### src/rtl/disk_dma.sv
// disk_dma: sector DMA engine between main memory and the disk controller's sector buffer.
//
// The CPU programs MEMBASE, LSA, COUNT and CTRL. The engine then moves whole sectors:
//   dir = 1 (memory -> disk): fill the buffer from memory, then command a disk write.
//   dir = 0 (disk -> memory): command a disk read, then drain the buffer to memory.
// Each disk command is a Start write to the controller's command register. The engine then
// waits for the controller's Ready bit to fall and rise again, with a per-command timeout.
//
// Ports
//   clk_CPU, rst         system clock, synchronous active-high reset
//   reg_sel/we/wdata     CPU register write port (0 MEMBASE, 1 LSA, 2 COUNT, 3 CTRL)
//   reg_rdata            combinational read of the selected register
//   irq                  done & irq_en
//   uc_we/uc_wdata       command register write to the disk controller
//   uc_status            controller status, bit 6 = Ready (foreign clock domain)
//   buf_*                sector buffer port (read data has one cycle of latency)
//   mm_*                 main-memory request/acknowledge port
module disk_dma #(
  parameter int unsigned SECTOR_WORDS = 128,
  parameter logic [31:0] TIMEOUT      = 32'd50_000_000
) (
  input  logic        clk_CPU,
  input  logic        rst,
  input  logic [1:0]  reg_sel,
  input  logic        reg_we,
  input  logic [31:0] reg_wdata,
  output logic [31:0] reg_rdata,
  output logic        irq,
  output logic [3:0]  uc_we,
  output logic [31:0] uc_wdata,
  input  logic [31:0] uc_status,
  output logic [6:0]  buf_addr,
  output logic        buf_we,
  output logic [31:0] buf_wdata,
  input  logic [31:0] buf_rdata,
  output logic        mm_req,
  output logic        mm_we,
  output logic [31:0] mm_addr,
  output logic [31:0] mm_wdata,
  input  logic [31:0] mm_rdata,
  input  logic        mm_ack
);

  localparam logic [6:0]  LastIdx     = 7'(SECTOR_WORDS - 1);
  localparam logic [31:0] SectorBytes = 32'(SECTOR_WORDS * 4);

  typedef enum logic [3:0] {
    StIdle,
    StFill,
    StIssue,
    StWaitClr,
    StWaitRdy,
    StDrainRd,
    StDrainWr,
    StNext,
    StFinish
  } state_e;

  state_e      state_q, state_d;
  logic [31:0] membase_q, membase_d;
  logic [15:0] lsa_q, lsa_d;
  logic [7:0]  count_q, count_d;
  logic        dir_q, dir_d;
  logic        irq_en_q, irq_en_d;
  logic        done_q, done_d;
  logic        err_q, err_d;
  logic [6:0]  idx_q, idx_d;
  logic [31:0] tmo_q, tmo_d;
  logic [1:0]  rdy_sync_q;
  logic        wr_first_q, wr_first_d;
  logic [31:0] wr_data_q, wr_data_d;

  logic        busy;
  logic        rdy;
  logic        wr_membase, wr_lsa, wr_count, wr_ctrl, go;
  logic [31:0] word_addr;
  logic [31:0] drain_word;

  // Only Ready is used from the status word.
  logic unused_status;
  assign unused_status = ^{uc_status[31:7], uc_status[5:0]};

  assign busy = (state_q != StIdle);
  assign rdy  = rdy_sync_q[1];
  assign irq  = done_q & irq_en_q;

  assign wr_membase = reg_we && (reg_sel == 2'd0);
  assign wr_lsa     = reg_we && (reg_sel == 2'd1);
  assign wr_count   = reg_we && (reg_sel == 2'd2);
  assign wr_ctrl    = reg_we && (reg_sel == 2'd3);
  assign go         = wr_ctrl && reg_wdata[0];

  assign word_addr = membase_q + {23'b0, idx_q, 2'b00};

  // The buffer only holds the drained word for the first DRAIN_WR cycle (the address is
  // released afterwards), so take it live then and from the capture register on stalls.
  assign drain_word = wr_first_q ? buf_rdata : wr_data_q;

  always_comb begin
    case (reg_sel)
      2'd0:    reg_rdata = membase_q;
      2'd1:    reg_rdata = {16'b0, lsa_q};
      2'd2:    reg_rdata = {24'b0, count_q};
      default: reg_rdata = {16'b0, count_q, 3'b0, irq_en_q, dir_q, err_q, done_q, busy};
    endcase
  end

  always_comb begin
    state_d    = state_q;
    membase_d  = membase_q;
    lsa_d      = lsa_q;
    count_d    = count_q;
    dir_d      = dir_q;
    irq_en_d   = irq_en_q;
    done_d     = done_q;
    err_d      = err_q;
    idx_d      = idx_q;
    tmo_d      = tmo_q;
    wr_first_d = 1'b0;
    wr_data_d  = wr_data_q;

    uc_we     = 4'b0000;
    uc_wdata  = 32'b0;
    buf_addr  = 7'b0;
    buf_we    = 1'b0;
    buf_wdata = 32'b0;
    mm_req    = 1'b0;
    mm_we     = 1'b0;
    mm_addr   = 32'b0;
    mm_wdata  = 32'b0;

    // CPU register writes; the FSM below runs afterwards so its updates take priority.
    if (wr_membase && !busy) membase_d = {reg_wdata[31:2], 2'b00};
    if (wr_lsa && !busy)     lsa_d     = reg_wdata[15:0];
    if (wr_count && !busy)   count_d   = reg_wdata[7:0];
    if (wr_ctrl) begin
      irq_en_d = reg_wdata[2];
      done_d   = 1'b0;
      err_d    = 1'b0;
      if (!busy) dir_d = reg_wdata[1];
    end

    unique case (state_q)
      StIdle: begin
        if (go) begin
          idx_d = 7'd0;
          if (count_q == 8'd0) begin
            state_d = StFinish;
          end else if (reg_wdata[1]) begin
            state_d = StFill;
          end else begin
            state_d = StIssue;
          end
        end
      end

      StFill: begin
        mm_req  = 1'b1;
        mm_addr = word_addr;
        if (mm_ack) begin
          buf_we    = 1'b1;
          buf_addr  = idx_q;
          buf_wdata = mm_rdata;
          if (idx_q == LastIdx) begin
            idx_d   = 7'd0;
            state_d = StIssue;
          end else begin
            idx_d = idx_q + 7'd1;
          end
        end
      end

      StIssue: begin
        uc_we    = 4'b1101;
        uc_wdata = {lsa_q, 10'b0, 1'b1, dir_q, 4'b0};
        tmo_d    = 32'd0;
        state_d  = StWaitClr;
      end

      // Ready may still be high from the previous command; wait for it to drop first.
      StWaitClr: begin
        if (tmo_q == TIMEOUT) begin
          uc_we   = 4'b0001;
          err_d   = 1'b1;
          state_d = StFinish;
        end else begin
          tmo_d = tmo_q + 32'd1;
          if (!rdy) state_d = StWaitRdy;
        end
      end

      StWaitRdy: begin
        if (tmo_q == TIMEOUT) begin
          uc_we   = 4'b0001;
          err_d   = 1'b1;
          state_d = StFinish;
        end else begin
          tmo_d = tmo_q + 32'd1;
          if (rdy) state_d = dir_q ? StNext : StDrainRd;
        end
      end

      StDrainRd: begin
        buf_addr   = idx_q;
        wr_first_d = 1'b1;
        state_d    = StDrainWr;
      end

      StDrainWr: begin
        mm_req    = 1'b1;
        mm_we     = 1'b1;
        mm_addr   = word_addr;
        mm_wdata  = drain_word;
        wr_data_d = drain_word;
        if (mm_ack) begin
          if (idx_q == LastIdx) begin
            idx_d   = 7'd0;
            state_d = StNext;
          end else begin
            idx_d   = idx_q + 7'd1;
            state_d = StDrainRd;
          end
        end
      end

      StNext: begin
        lsa_d     = lsa_q + 16'd1;
        membase_d = membase_q + SectorBytes;
        count_d   = count_q - 8'd1;
        idx_d     = 7'd0;
        if (count_q == 8'd1) begin
          state_d = StFinish;
        end else begin
          state_d = dir_q ? StFill : StIssue;
        end
      end

      StFinish: begin
        done_d  = 1'b1;
        state_d = StIdle;
      end

      default: state_d = StIdle;
    endcase
  end

  always_ff @(posedge clk_CPU) begin
    if (rst) begin
      state_q    <= StIdle;
      membase_q  <= 32'b0;
      lsa_q      <= 16'b0;
      count_q    <= 8'b0;
      dir_q      <= 1'b0;
      irq_en_q   <= 1'b0;
      done_q     <= 1'b0;
      err_q      <= 1'b0;
      idx_q      <= 7'b0;
      tmo_q      <= 32'b0;
      rdy_sync_q <= 2'b0;
      wr_first_q <= 1'b0;
      wr_data_q  <= 32'b0;
    end else begin
      state_q    <= state_d;
      membase_q  <= membase_d;
      lsa_q      <= lsa_d;
      count_q    <= count_d;
      dir_q      <= dir_d;
      irq_en_q   <= irq_en_d;
      done_q     <= done_d;
      err_q      <= err_d;
      idx_q      <= idx_d;
      tmo_q      <= tmo_d;
      rdy_sync_q <= {rdy_sync_q[0], uc_status[6]};
      wr_first_q <= wr_first_d;
      wr_data_q  <= wr_data_d;
    end
  end

endmodule

### config.mk
export PLATFORM = sky130hd
export DESIGN_NAME = disk_dma
export DESIGN_NICKNAME = d
export VERILOG_FILES = /design/src/rtl/disk_dma.sv
export SDC_FILE = /design/constraint.sdc
export NUM_CORES = 1
export LEC_CHECK = 0
export CELL_PAD_IN_SITES_DETAIL_PLACEMENT = 2
export CELL_PAD_IN_SITES_GLOBAL_PLACEMENT = 2
export CORE_UTILIZATION = 25
export DETAILED_ROUTE_END_ITERATION = 6
export PLACE_DENSITY = 0.84
export SLEW_MARGIN = 20
export SYNTH_ARGS = -nofsm -noshare
export SYNTH_HDL_FRONTEND = slang
export SYNTH_SLANG_ARGS = --single-unit
### constraint.sdc
create_clock -name clk_CPU -period 4 [get_ports clk_CPU]
set_input_delay 1 -clock clk_CPU [delete_from_list [all_inputs] [get_ports clk_CPU]]
set_output_delay 1 -clock clk_CPU [all_outputs]
set_load 0.1 [all_outputs]
======== After elaboration in Yosys (flattened, before gate mapping) ========
Index checks and enable logic that the tools add are counted.
word-level totals
  bits in writable memories ............... 0
  output and inout port bits .............. 175
  input bits .............................. 134
  bits in latches ......................... 0
  memories ................................ 0
  logic and storage cells ................. 116
  bits in read-only memories .............. 0
  flip-flop bits (word level) ............. 138
cells by class
  $add $sub $neg .......................... 6
  shift-type cells ........................ 0
  mux-type cells .......................... 48
  bitwise gates (word level) .............. 2
  order comparisons ....................... 0
  eq/ne operators ......................... 22
  multipliers ............................. 0
  divide/modulo/power cells ............... 0
  reductions and logical operators ........ 25
operator list
  kind                      count
  $mux W32                  9
  $pmux W32 S3              1
  $pmux W32 S2              1
  $mux W4                   10
  $add A32 B1 Y32 const B   1
  $add A32 B10 Y32 const B  1
  $add A32 B9 Y32           1
  $eq A32 B26 Y1 const B    1
  $mux W16                  2
  $pmux W4 S8               1
  $mux W7                   4
  $pmux W7 S3               1
  $add A16 B1 Y16 const B   1
  $eq A4 B3 Y1 const B      4
  $mux W8                   2
  $pmux W7 S2               1
  $mux W1                   11
  $ne A2 B2 Y1 const B      5
  $reduce_bool A2 Y1        5
  $eq A4 B2 Y1 const B      2
  $eq A8 B1 Y1 const B      1
  $logic_and A1 B1 Y1       8
  $logic_not A8 Y1          1
  $mux W2                   4
  other kinds (21)          25

======== Logic depth before layout (Yosys ltp) ========
  depth after elaboration ................. 5
  mapped depth ............................ 10
  mapped depth without buffers ............ 9

======== Worst setup path after synthesis ========
Ideal clock, no wire load.
  path kind ............................... reg-to-output
  start ................................... register state_q[2]
  end ..................................... output mm_addr[6]
  cell stages (with the launch flop) ...... 7
  setup slack ............................. -1.110 ns
  arrival time ............................ 4.110 ns
  path buffers ............................ 2
  required time ........................... 3.000 ns
  cells stage by stage .................... dfxtp_1 > buf_2 > nand3_1 > inv_1 > nor2_1 > clkbuf_1 > nor3b_1
between the ends
  word-level cells in the longest chain between the ends .. 3
  elaborated cells on any way between the ends .. 4
  those cells by class .................... 2 x eq/ne; 1 x mux; 1 x reduce/logical
RTL lines
  item                                          line  text
  start: declaration                            59    state_e state_q, state_d;
  start signal: assignment                      249   state_q <= StIdle;
  start signal: assignment                      263   state_q <= state_d;
  $eq A4 B3 Y1 or $eq A4 B1 Y1 (tied branches)  143   unique case (state_q)
  $reduce_or A2 Y1 (no source line) *           --
  $mux W32 *                                    143
  end: declaration                              38    output logic [31:0] mm_addr,
Every way passes the cells marked *; elsewhere a longest branch is shown, timed or not.

======== Final worst setup path ========
  start ................................... register idx_q[0]
  end ..................................... output mm_addr[8]
between the ends
  word-level cells in the longest chain between the ends .. 2
RTL lines
  item                      line  text
  start: declaration        67    logic [6:0] idx_q, idx_d;
  start signal: assignment  271   idx_q <= idx_d;
  $add A32 B9 Y32           93    assign word_addr = membase_q + {23'b0, idx_q, 2'b00};
  $mux W32                  143
No other way between the ends.

==> impl_metrics.yaml <==
status:
  status: "finished with violations"
  violations: "setup timing"
critical_path:
  worst_path_max_delay_cell: "dfxtp_1"
  cp.buffers_inverters: 3
  critical_path.cell_chain: "ha_4 > inv_2 > fa_2 > nor2b_2 > o21a_1 > o21ai_4 > buf_6 > a21boi_0 > nor3_1 > nor3b_4 > buf_12"
  worst-path-max-fanout: 5
  cp_slowest_stage_delay_ns: 0.39
  end_kind: "output pin"
  r2r_setup_slack_ns: 1.29
  critPathKind: "register to output pin"
  timing.rr.end: "tmo_q[30]"
  cp_top_family: "simple AND/OR/NAND/NOR gates"
  worstReg2RegStart: "tmo_q[0]"
  crit_required_ns: 3.00
  cp-start-kind: "register"
  arrival_ns: 3.02
  reg2reg_depth: 9
place:
  place_hpwl_um: 30800
  pre_cts_ws_ns: -0.0676
  place.gp.congestion: 0.844
  placedCellCount: 1873
  dpl-instance-area_mm2: 0.0137
  portBuffers: 260
logic_synthesis:
  async_flop_share_pct: 0
  synthCells: 1203
  avgSynthCellArea_um2: 7.45
  ys_top_cells_by_area: "dfxtp_1 30%, nand2_1 6.6%, nor2_1 6.5%, a21oi_1 5.0%, mux2i_1 5.0%"
  synth_cell_types: 76
  ys_seq_area_share_pct: 30.4
  yosysMostFrequentCell: "nand2_1"
  synth_top_area_cell: "dfxtp_1"
  yosysWarningCount: 0
  ys_ff_latch: 136
  synth-edff-count: 0
  synth_flop_cell: "dfxtp_1"
  yosys.area.top_type_share_pct: 30.4
  syn_area_mm2: 0.00896
  synthTopCellsByCount: "157 x nand2_1, 156 x nor2_1, 136 x dfxtp_1"
final_layout:
  instances_no_fill: 1912
  area_growth_pct: 61.3
  nets: 1592
  final_area_mm2: 0.0145
  final_layout_size_suffix_gt1_share_pct: 21.1
  fill_cells: 3818
global_routing:
  grt_pass1_vias: 11300
  grt.overflow.total: 0
  grtUsageTotal_pct: 22.8
  antenna_found_initial: 0
  grt_pass1_wl_um: 65100
  grt_max_degree: 70
timing:
  tightestPinTransition_ns: 0.883
  holdWs_ns: 0.457
  finalHoldViolCount: 0
  fin_crit_sh_pct: 101
  worst_slack_ns: -0.0243
  timing.final.max_slew_violations: 0
  fin_worst_skew_ns: 0.0171
  max_slew_margin_pct: 41.2
  rsz0062_at_grt: "true"
  fin_crit_ns: 4.02
  timing.fmax_ghz: 0.248
  finalSetupViolations: 1
min_path:
  hold_start: "rdy_sync_q[0]"
  whs_endpoint: "rdy_sync_q[1]"
  hold_depth: 1
  hold_class: "register to register"
pwr:
  ir_drop_mv: 0.327
  leakage_uw: 0.00496
  p_switching_uw: 2080
  p_sw_share_pct: 41.1
  p_seq_share_pct: 29.9
  p_int_uw: 2980
  clkPwrFrac_pct: 33.2
  comb_power_share_pct: 36.9
  powerDensity_mw_per_mm2: 350
  total_power_uw: 5060
drt:
  vias: 10100
  drc: 0
  wl_per_cell_um: 22.0
  drt-total-wl_um: 42200
  drt_iter0_markers: 523
  ant_nets: 0
  routed_via_density: 5.30
  firstDrtPassIters: 4
clock_network:
  cts_tree: "built"
  cts_hold_buf: 0
  clkSlewWorstSetupHoldPaths_ns: 0.06
  numCtsBuffers: 17
  clk_latency_ns: 0.44
  clock-root-buffer: "clkbuf_16"
  htree_levels: 4
  clock_sinks: 136
  cts_buffer_depth: 2
die:
  fp.dieArea_mm2: 0.0366
  io_pins: 309
  die_w_um: 191
  die_h_um: 191
  rows: 68
  design.core.area_mm2: 0.0349
  initial_core_util_pct: 25.7
run:
  cap_violations: 0
[power groups by stage]
stage | clock, uW | combinational, uW | sequential [uW]
floorplan | 0 | 1180 | 1500
global placement | 0 | 1790 | 1530
detailed placement | 0 | 1840 | 1540
CTS | 1720 | 1870 | 1510
global route | 1770 | 1960 | 1520
finish | 1680 | 1870 | 1510
[stage by stage]
stage	utilization [%]	setup TNS, ns
after floorplan	-	-4.01
after global placement	39.2	0
after detailed placement	39.2	-0.0676
after CTS	41.1	-0.153
after global routing	41.4	-0.309
final	41.4	-0.0243
[state kept, by name, summed over array words and instances, names as in the netlist, 2 cells and up]
| name | cells |
|---|---|
| rdy_sync_q | 2 |
| idx_q | 7 |
| count_q | 8 |
| state_q | 4 |
| tmo_q | 32 |
| lsa_q | 16 |
| membase_q | 30 |
| wr_data_q | 32 |
[placed cells by master (no fill, tap or decap), types with 9 or more instances in the layout]
| master | count |
|---|---|
| clkbuf_16 | 17 |
| o21ai_0 | 25 |
| nor2_1 | 152 |
| conb_1 | 17 |
| nor3_1 | 33 |
| a31oi_1 | 16 |
| xor2_1 | 17 |
| dfxtp_1 | 132 |
| ha_1 | 13 |
| nand3_1 | 41 |
| inv_1 | 28 |
| nor2b_1 | 9 |
| and3_1 | 48 |
| nor4_1 | 16 |
| a211oi_1 | 13 |
| buf_12 | 158 |
| mux2i_1 | 45 |
| clkdlybuf4s50_1 | 101 |
| a21oi_1 | 87 |
| nand4_1 | 21 |
| buf_4 | 53 |
| nand2_1 | 157 |
| xnor2_1 | 39 |
| and2_1 | 45 |
[metal layers]
metal	up-vias	part of all wire, %	GRT usage [%]
li1	4667	-	-
met1	5110	39	24.6
met2	290	54	44.1
met3	63	4.8	4.52
met4	0	2.4	6.78
met5	-	0	0
[layout make-up]
cell class,count,area [um2],area share (%)
Multi-Input combinational cell,943,5830,40.3
Timing Repair Buffer,314,4590,31.8
Sequential cell,136,2730,18.9
Tap cell,455,569,3.94
Clock buffer,18,439,3.04
Clock inverter,14,163,1.13
Inverter,31,124,0.857
Antenna cell,1,2.50,0.0173
[how the worst max path moves through the flow]
stage	from	end	slack [ns]	cells after the start
after floorplan	idx_q[0]	mm_addr[28]	-0.44	9
after global placement	membase_q[2]	mm_addr[24]	0.02	12
after detailed placement	membase_q[2]	mm_addr[24]	-0.07	12
after CTS	membase_q[2]	mm_addr[24]	-0.07	12
after global routing	idx_q[0]	mm_addr[8]	-0.1	11
final	idx_q[0]	mm_addr[8]	-0.02	11
[what timing repair did]
action,CTS,global route
gates cloned,0,0
setup buffers,1,5
gates resized for setup,12,17
pin swaps,1,7
setup endpoints to repair,25,17
[logic make-up (layout without fill, tap and decap cells)]
family | count (synthesis) | after routing | share of synthesized area (%)
and+or+nand+nor | 574 | 574 | 31.2
AOI/OAI and AO/OA | 230 | 230 | 17.3
buffers and inverters | 140 | 377 | 7.15
DFF | 136 | 136 | 30.4
xor gates and xnor gates | 56 | 56 | 5.47
muxes | 51 | 51 | 6.20
adders and majority gates | 15 | 15 | 2.18
other | 1 | 18 | 0.0419
(Power assumes the default switching activity.)
